File: config.mk
export PLATFORM = sky130hd
export DESIGN_NAME = pixel_array_sequencer_flat
export DESIGN_NICKNAME = d
export VERILOG_FILES = /design/src/rtl/pixel_array_sequencer_if.sv /design/src/rtl/pixel_array_sequencer.sv /design/src/flat_wrapper.sv
export SDC_FILE = /design/constraint.sdc
export NUM_CORES = 1
export LEC_CHECK = 0
export ABC_AREA = 1
export ABC_CLOCK_PERIOD_IN_PS = 1900
export BUFFER_PORTS_ARGS = -buffer_cell sky130_fd_sc_hd__buf_2
export CAP_MARGIN = 20
export CORE_ASPECT_RATIO = 0.6
export CORE_UTILIZATION = 52
export DETAILED_ROUTE_END_ITERATION = 12
export PLACE_DENSITY = 0.73
export SYNTH_ARGS = -nofsm -noshare
export SYNTH_HDL_FRONTEND = slang
export SYNTH_SLANG_ARGS = --single-unit
File: constraint.sdc
create_clock -name clk -period 1.9 [get_ports clk]
set_input_delay 0.095 -clock clk [delete_from_list [all_inputs] [get_ports clk]]
set_output_delay 0.095 -clock clk [all_outputs]
set_load 0.1 [all_outputs]
File: src/rtl/pixel_array_sequencer_if.sv
// Control, duration and readout-handshake bundle between the frame sequencer and its controller.
// The master modport drives commands and rd_ready. The slave modport (the sequencer) drives phases and addresses.
interface pixel_array_sequencer_if #(
    parameter int ROWS    = 2,
    parameter int COLS    = 2,
    parameter int CNT_W   = 16,
    parameter int FRAME_W = 8
);
    localparam int ROW_W = (ROWS > 1) ? $clog2(ROWS) : 1;
    localparam int COL_W = (COLS > 1) ? $clog2(COLS) : 1;

    logic               start;
    logic               continuous;
    logic [CNT_W-1:0]   t_erase;
    logic [CNT_W-1:0]   t_expose;
    logic [CNT_W-1:0]   t_convert;
    logic               rd_ready;
`ifdef PIXSEQ_ABORT_EN
    logic               abort;
`endif
    logic               erase;
    logic               expose;
    logic               convert;
    logic               read;
    logic               rd_valid;
    logic [ROW_W-1:0]   row_addr;
    logic [COL_W-1:0]   col_addr;
    logic               busy;
    logic               frame_done;
    logic [FRAME_W-1:0] frame_cnt;

    modport master (
`ifdef PIXSEQ_ABORT_EN
        output abort,
`endif
        output start, continuous, t_erase, t_expose, t_convert, rd_ready,
        input  erase, expose, convert, read, rd_valid, row_addr, col_addr,
        input  busy, frame_done, frame_cnt
    );

    modport slave (
`ifdef PIXSEQ_ABORT_EN
        input  abort,
`endif
        input  start, continuous, t_erase, t_expose, t_convert, rd_ready,
        output erase, expose, convert, read, rd_valid, row_addr, col_addr,
        output busy, frame_done, frame_cnt
    );
endinterface

File: src/rtl/pixel_array_sequencer.sv
// Frame sequencer for the pixel array: erase/expose/convert/read phases. Optional abort input under PIXSEQ_ABORT_EN.
// Latency: all outputs come from registers; phase lengths are max(t,1) cycles; READ takes ROWS*COLS cycles plus stalls.
// Backpressure: rd_ready low holds row/col with rd_valid high; the earlier phases are never stalled.
module pixel_array_sequencer #(
    parameter int ROWS    = 2,
    parameter int COLS    = 2,
    parameter int CNT_W   = 16,
    parameter int FRAME_W = 8
) (
    input  logic                   clk,
    input  logic                   reset_n,
    pixel_array_sequencer_if.slave bus
);
    localparam int ROW_W = (ROWS > 1) ? $clog2(ROWS) : 1;
    localparam int COL_W = (COLS > 1) ? $clog2(COLS) : 1;

    typedef enum logic [2:0] {S_IDLE, S_ERASE, S_EXPOSE, S_CONVERT, S_READ} state_t;

    state_t             state_q, state_d;
    logic [CNT_W-1:0]   cnt_q, cnt_d;
    logic [CNT_W-1:0]   sh_erase_q, sh_erase_d;
    logic [CNT_W-1:0]   sh_expose_q, sh_expose_d;
    logic [CNT_W-1:0]   sh_convert_q, sh_convert_d;
    logic [ROW_W-1:0]   row_q, row_d;
    logic [COL_W-1:0]   col_q, col_d;
    logic               done_q, done_d;
    logic [FRAME_W-1:0] fcnt_q, fcnt_d;
    logic               abort_req;
    logic               last_pix;

`ifdef PIXSEQ_ABORT_EN
    assign abort_req = bus.abort;
`else
    assign abort_req = 1'b0;
`endif

    // A zero duration still occupies the phase for one cycle.
    function automatic logic phase_end(input logic [CNT_W-1:0] cnt, input logic [CNT_W-1:0] dur);
        return (dur == '0) || (cnt == dur - CNT_W'(1));
    endfunction

    assign last_pix = (row_q == ROW_W'(ROWS - 1)) && (col_q == COL_W'(COLS - 1));

    always_comb begin
        state_d      = state_q;
        cnt_d        = cnt_q;
        sh_erase_d   = sh_erase_q;
        sh_expose_d  = sh_expose_q;
        sh_convert_d = sh_convert_q;
        row_d        = row_q;
        col_d        = col_q;
        done_d       = 1'b0;
        fcnt_d       = fcnt_q;

        if (abort_req && (state_q != S_IDLE)) begin
            state_d = S_IDLE;
            cnt_d   = '0;
            row_d   = '0;
            col_d   = '0;
        end else begin
            case (state_q)
                S_IDLE: begin
                    if (bus.start && !abort_req) begin
                        sh_erase_d   = bus.t_erase;
                        sh_expose_d  = bus.t_expose;
                        sh_convert_d = bus.t_convert;
                        cnt_d        = '0;
                        state_d      = S_ERASE;
                    end
                end
                S_ERASE: begin
                    cnt_d = cnt_q + CNT_W'(1);
                    if (phase_end(cnt_q, sh_erase_q)) begin
                        cnt_d   = '0;
                        state_d = S_EXPOSE;
                    end
                end
                S_EXPOSE: begin
                    cnt_d = cnt_q + CNT_W'(1);
                    if (phase_end(cnt_q, sh_expose_q)) begin
                        cnt_d   = '0;
                        state_d = S_CONVERT;
                    end
                end
                S_CONVERT: begin
                    cnt_d = cnt_q + CNT_W'(1);
                    if (phase_end(cnt_q, sh_convert_q)) begin
                        cnt_d   = '0;
                        row_d   = '0;
                        col_d   = '0;
                        state_d = S_READ;
                    end
                end
                S_READ: begin
                    if (bus.rd_ready) begin
                        if (last_pix) begin
                            row_d   = '0;
                            col_d   = '0;
                            done_d  = 1'b1;
                            fcnt_d  = fcnt_q + FRAME_W'(1);
                            state_d = S_IDLE;
                            // Continuous mode re-latches durations so the next frame sees fresh values.
                            if (bus.continuous) begin
                                sh_erase_d   = bus.t_erase;
                                sh_expose_d  = bus.t_expose;
                                sh_convert_d = bus.t_convert;
                                cnt_d        = '0;
                                state_d      = S_ERASE;
                            end
                        end else if (col_q == COL_W'(COLS - 1)) begin
                            col_d = '0;
                            row_d = row_q + ROW_W'(1);
                        end else begin
                            col_d = col_q + COL_W'(1);
                        end
                    end
                end
                default: state_d = S_IDLE;
            endcase
        end
    end

    always_ff @(posedge clk or negedge reset_n) begin
        if (!reset_n) begin
            state_q      <= S_IDLE;
            cnt_q        <= '0;
            sh_erase_q   <= '0;
            sh_expose_q  <= '0;
            sh_convert_q <= '0;
            row_q        <= '0;
            col_q        <= '0;
            done_q       <= 1'b0;
            fcnt_q       <= '0;
        end else begin
            state_q      <= state_d;
            cnt_q        <= cnt_d;
            sh_erase_q   <= sh_erase_d;
            sh_expose_q  <= sh_expose_d;
            sh_convert_q <= sh_convert_d;
            row_q        <= row_d;
            col_q        <= col_d;
            done_q       <= done_d;
            fcnt_q       <= fcnt_d;
        end
    end

    assign bus.erase      = (state_q == S_ERASE);
    assign bus.expose     = (state_q == S_EXPOSE);
    assign bus.convert    = (state_q == S_CONVERT);
    assign bus.read       = (state_q == S_READ);
    assign bus.rd_valid   = (state_q == S_READ);
    assign bus.busy       = (state_q != S_IDLE);
    assign bus.row_addr   = row_q;
    assign bus.col_addr   = col_q;
    assign bus.frame_done = done_q;
    assign bus.frame_cnt  = fcnt_q;
endmodule

File: src/flat_wrapper.sv
// flat-port wrapper written by rule: the top's interface ports become plain ports
module pixel_array_sequencer_flat 
#(
    parameter int ROWS    = 2,
    parameter int COLS    = 2,
    parameter int CNT_W   = 16,
    parameter int FRAME_W = 8
)
  (clk, reset_n, bus_start, bus_continuous, bus_t_erase, bus_t_expose, bus_t_convert, bus_rd_ready, bus_erase, bus_expose, bus_convert, bus_read, bus_rd_valid, bus_row_addr, bus_col_addr, bus_busy, bus_frame_done, bus_frame_cnt);
  pixel_array_sequencer_if #(.ROWS(ROWS), .COLS(COLS), .CNT_W(CNT_W), .FRAME_W(FRAME_W)) bus_i ();
  input  logic clk;
  input  logic reset_n;
  input wire logic [$bits(bus_i.start)-1:0] bus_start;
  input wire logic [$bits(bus_i.continuous)-1:0] bus_continuous;
  input wire logic [$bits(bus_i.t_erase)-1:0] bus_t_erase;
  input wire logic [$bits(bus_i.t_expose)-1:0] bus_t_expose;
  input wire logic [$bits(bus_i.t_convert)-1:0] bus_t_convert;
  input wire logic [$bits(bus_i.rd_ready)-1:0] bus_rd_ready;
  output wire logic [$bits(bus_i.erase)-1:0] bus_erase;
  output wire logic [$bits(bus_i.expose)-1:0] bus_expose;
  output wire logic [$bits(bus_i.convert)-1:0] bus_convert;
  output wire logic [$bits(bus_i.read)-1:0] bus_read;
  output wire logic [$bits(bus_i.rd_valid)-1:0] bus_rd_valid;
  output wire logic [$bits(bus_i.row_addr)-1:0] bus_row_addr;
  output wire logic [$bits(bus_i.col_addr)-1:0] bus_col_addr;
  output wire logic [$bits(bus_i.busy)-1:0] bus_busy;
  output wire logic [$bits(bus_i.frame_done)-1:0] bus_frame_done;
  output wire logic [$bits(bus_i.frame_cnt)-1:0] bus_frame_cnt;
  assign bus_i.start = bus_start;
  assign bus_i.continuous = bus_continuous;
  assign bus_i.t_erase = bus_t_erase;
  assign bus_i.t_expose = bus_t_expose;
  assign bus_i.t_convert = bus_t_convert;
  assign bus_i.rd_ready = bus_rd_ready;
  assign bus_erase = bus_i.erase;
  assign bus_expose = bus_i.expose;
  assign bus_convert = bus_i.convert;
  assign bus_read = bus_i.read;
  assign bus_rd_valid = bus_i.rd_valid;
  assign bus_row_addr = bus_i.row_addr;
  assign bus_col_addr = bus_i.col_addr;
  assign bus_busy = bus_i.busy;
  assign bus_frame_done = bus_i.frame_done;
  assign bus_frame_cnt = bus_i.frame_cnt;
  pixel_array_sequencer #(.ROWS(ROWS), .COLS(COLS), .CNT_W(CNT_W), .FRAME_W(FRAME_W)) u_core (.clk(clk), .reset_n(reset_n), .bus(bus_i));
endmodule
==> flow_summary.json <==
{
  "max_clock_freq_mhz": 412,
  "finalNetCount": 1060,
  "ff2ff_path_depth": 15,
  "layoutNonFillerInstCount": 1139,
  "slew_violations": 0,
  "root_buffer": "clkbuf_16",
  "cp.depth": 15,
  "clock-sinks": 78,
  "finalHoldViolations": 1,
  "num_vias": 6307,
  "grt_usage": 0.338,
  "synth_seq_area_share": 0.353,
  "synth_top_family_by_area": "simple AND/OR/NAND/NOR gates",
  "rsz0062_at_grt": "true",
  "area_growth_pct": 50.4,
  "dp.cells": 1065,
  "dp_hpwl_um": 12300,
  "slew_headroom": 0.667,
  "postSynthAreaPerCell_sq_um": 7.07,
  "fp-row-count": 28,
  "synth-seq-cells": 78,
  "critPathMaxStageDelay_ns": 0.42,
  "grt_max_degree": 48,
  "core_sq_um": 10100,
  "drtAntennaViolNets": 0,
  "fillers": 593,
  "place_area_sq_um": 6800,
  "io_pins": 70,
  "synthSimpleGateAreaFrac": 0.354,
  "portBuffers": 69,
  "drt_iter0_drc": 613,
  "criticalPathCategory": "flip-flop to flip-flop",
  "hold_depth": 3,
  "fin_ws_ns": -0.528,
  "layout-drive-gt1-share": 0.367,
  "viasPerCell": 5.54,
  "crit_fanout": 8,
  "synth-xor-area-share": 0.0967,
  "cts.reportedPaths.clkPinSlew_ns": 0.07,
  "die_w_um": 135,
  "synth_fa_ha_area_frac": 0.0181,
  "overflow": 0,
  "crit_chain": "inv_2 > ha_4 > nand2_1 > nor2_1 > o21ai_0 > nand2_1 > nand2_1 > nor2_1 > nand2_1 > nor2_2 > nand3_4 > nand3_4 > nand2_8 > nand2_2 > nand2_1",
  "first_pass_iters": 5,
  "worstMarginPinSlew_ns": 0.503,
  "drv_cap": 0,
  "utilization": 0.824,
  "antenna_cells": 0,
  "setup-violations-final": 26,
  "synth_top_flop_cell": "dfrtp_1",
  "holdWs_ns": -0.00143,
  "synth.distinct_cells": 40,
  "synth-compound-area-share": 0.0432,
  "routed_wl_um": 20200,
  "cts_tree": "built",
  "syn_nets": 843,
  "die_y_um": 81.9,
  "syn_area_sq_um": 5530,
  "h-tree-depth": 3,
  "status": "finished, violations left",
  "async_flop_share": 1.00,
  "required_ns": 2.11,
  "synth_edf_count": 0,
  "synth_top_area_share": 0.353,
  "crit_path_end_kind": "flip-flop",
  "antenna_found_initial": 0,
  "yosys_warnings": 0,
  "cts_made_buffers": 9,
  "skew_ns": 0.0178,
  "synth.area.top_cells": "dfrtp_1, nand2_1, nor2_1",
  "synth_top_cell_by_area": "dfrtp_1",
  "cts_buffer_depth": 2,
  "hp-class": "input port to flip-flop",
  "min_period_ns": 2.43,
  "post-route-period-util": 1.28,
  "start_util": 0.548,
  "die-area_sq_um": 11100,
  "final_area_sq_um": 8310,
  "first_global_vias": 5738,
  "p_leak_uw": 0.00432,
  "violations": "negative hold slack, negative setup slack",
  "wl_per_cell_um": 17.8,
  "synthCells": 782,
  "drc": 0,
  "peakVddDrop_mv": 1.15,
  "worst_ep_arrival_time_ns": 2.64,
  "grt_pass1_wl_um": 28300,
  "yosys-mux-area-fraction": 0.0448,
  "p_per_area_nw_per_um2": 1530,
  "slowest_stage": "dfrtp_1",
  "crit_path_start_kind": "flip-flop",
  "clk_latency_ns": 0.35,
  "crit_family": "simple AND/OR/NAND/NOR gates",
  "critPathMostFrequentCell": "nand2_1",
  "place_congestion": 0.985,
  "critPathBufInv": 1
}
[kinds of logic after synthesis]
kind of cell               after synthesis
and+or+nand+nor                        452
buffers and inverters                  116
DFF                                     78
xor gates and xnor gates                61
AOI/OAI and AO/OA                       45
muxes                                   22
adders and majority gates                8
[repair_timing]
item	in CTS	in global routing
cloned	4	4
buffers inserted	15	13
gates resized for setup	64	95
endpoints found under the setup margin	49	59
hold endpoints to repair	53	0
pin swaps	28	21
hold buffers	23	0
[metal layers]
metal | wire length [um] | vias to the layer above | GRT usage
li1 | - | 2870 | -
met1 | 7990 | 2949 | 0.440
met2 | 9310 | 395 | 0.566
met3 | 2140 | 93 | 0.0796
met4 | 813 | 0 | 0.0933
met5 | 0 | - | 0
[area by class of cell]
| type | count | area [sq um] | area share |
|---|---|---|---|
| Inverter | 93 | 359 | 0.0432 |
| Clock buffer | 12 | 246 | 0.0297 |
| Timing Repair Buffer | 228 | 1870 | 0.225 |
| Multi-Input combinational cell | 589 | 3610 | 0.435 |
| Clock inverter | 4 | 95.1 | 0.0114 |
| Sequential cell | 78 | 1960 | 0.236 |
| Tap cell | 135 | 169 | 0.0203 |
[synthesized netlist by cell type, types with 8 or more instances]
| master | instances |
|---|---|
| buf_2 | 10 |
| ha_1 | 8 |
| nand3_1 | 39 |
| nor2_1 | 112 |
| xnor2_1 | 22 |
| mux2_2 | 22 |
| inv_1 | 87 |
| xor2_1 | 39 |
| nand4_1 | 9 |
| a21oi_1 | 27 |
| buf_4 | 8 |
| o21ai_0 | 10 |
| nand2_1 | 246 |
| dfrtp_1 | 78 |
[placed cells by master (no fill, tap or decap), types with 9 or more instances in the layout]
master	instances
dfrtp_1	73
dlygate4sd3_1	23
nand2_4	9
inv_2	11
clkbuf_16	13
nand3_1	33
buf_4	113
xnor2_1	22
nand4_1	9
nor2_4	18
nor2_2	19
xor2_1	39
nand2_1	215
buf_2	67
nor2_1	89
nand2_2	26
inv_1	78
mux2_4	22
a21oi_1	19
[stage by stage]
stage	hold WS [ns]	power, uW	setup TNS [ns]	worst slack (ns)
finish	-0.00143	12800	-8.95	-0.528
global placement	0.0564	8170	-3.12	-0.190
CTS	0.00185	11300	-2.73	-0.167
detailed placement	0.0733	8350	-4.93	-0.238
global route	0.00523	13400	-11.46	-0.588
floorplan	-0.201	6330	-22.13	-0.472
[sequential cells by signal, summed over array words and instances, names as in the netlist]
register,cells
u_core.cnt_q,16
u_core.sh_convert_q,16
u_core.sh_erase_q,16
u_core.sh_expose_q,16
u_core.bus.frame_cnt,8
u_core.state_q,3
u_core.bus.col_addr,1
u_core.bus.frame_done,1
u_core.bus.row_addr,1
[worst paths after layout]
| path | slack (ns) | endpoint | startpoint |
|---|---|---|---|
| min in group asynchronous | 0.24 | u_core.sh_expose_q[11] | reset_n |
| worst min-delay path | -0.001 | u_core.sh_expose_q[2] | bus_t_expose[2] |
| worst min register to register | 0.46 | u_core.bus.frame_cnt[7] | u_core.bus.frame_cnt[7] |
| worst max-delay path | -0.53 | u_core.cnt_q[4] | u_core.sh_convert_q[1] |
| worst max register to register | -0.53 | u_core.cnt_q[4] | u_core.sh_convert_q[1] |
| max in group asynchronous | 1.00 | u_core.sh_convert_q[3] | reset_n |
[worst reg2reg max path: cells and delay by family (launching register included)]
kind	cells	cell delay [ns]
buffers and inverters	1	0.10
AO/OA/AOI/OAI	1	0.17
AND/OR/NAND/NOR	12	1.46
adder cells (fa/ha/maj)	1	0.16
flip-flops	1	0.42
[power by group]
| group | internal [uW] | switching, uW | leakage (uW) |
|---|---|---|---|
| combinational | 3600 | 4060 | 0.00322 |
| sequential | 2260 | 763 | 0.000931 |
| clock | 1320 | 751 | 0.000167 |
Note: power is estimated with default switching activity, not from simulation.
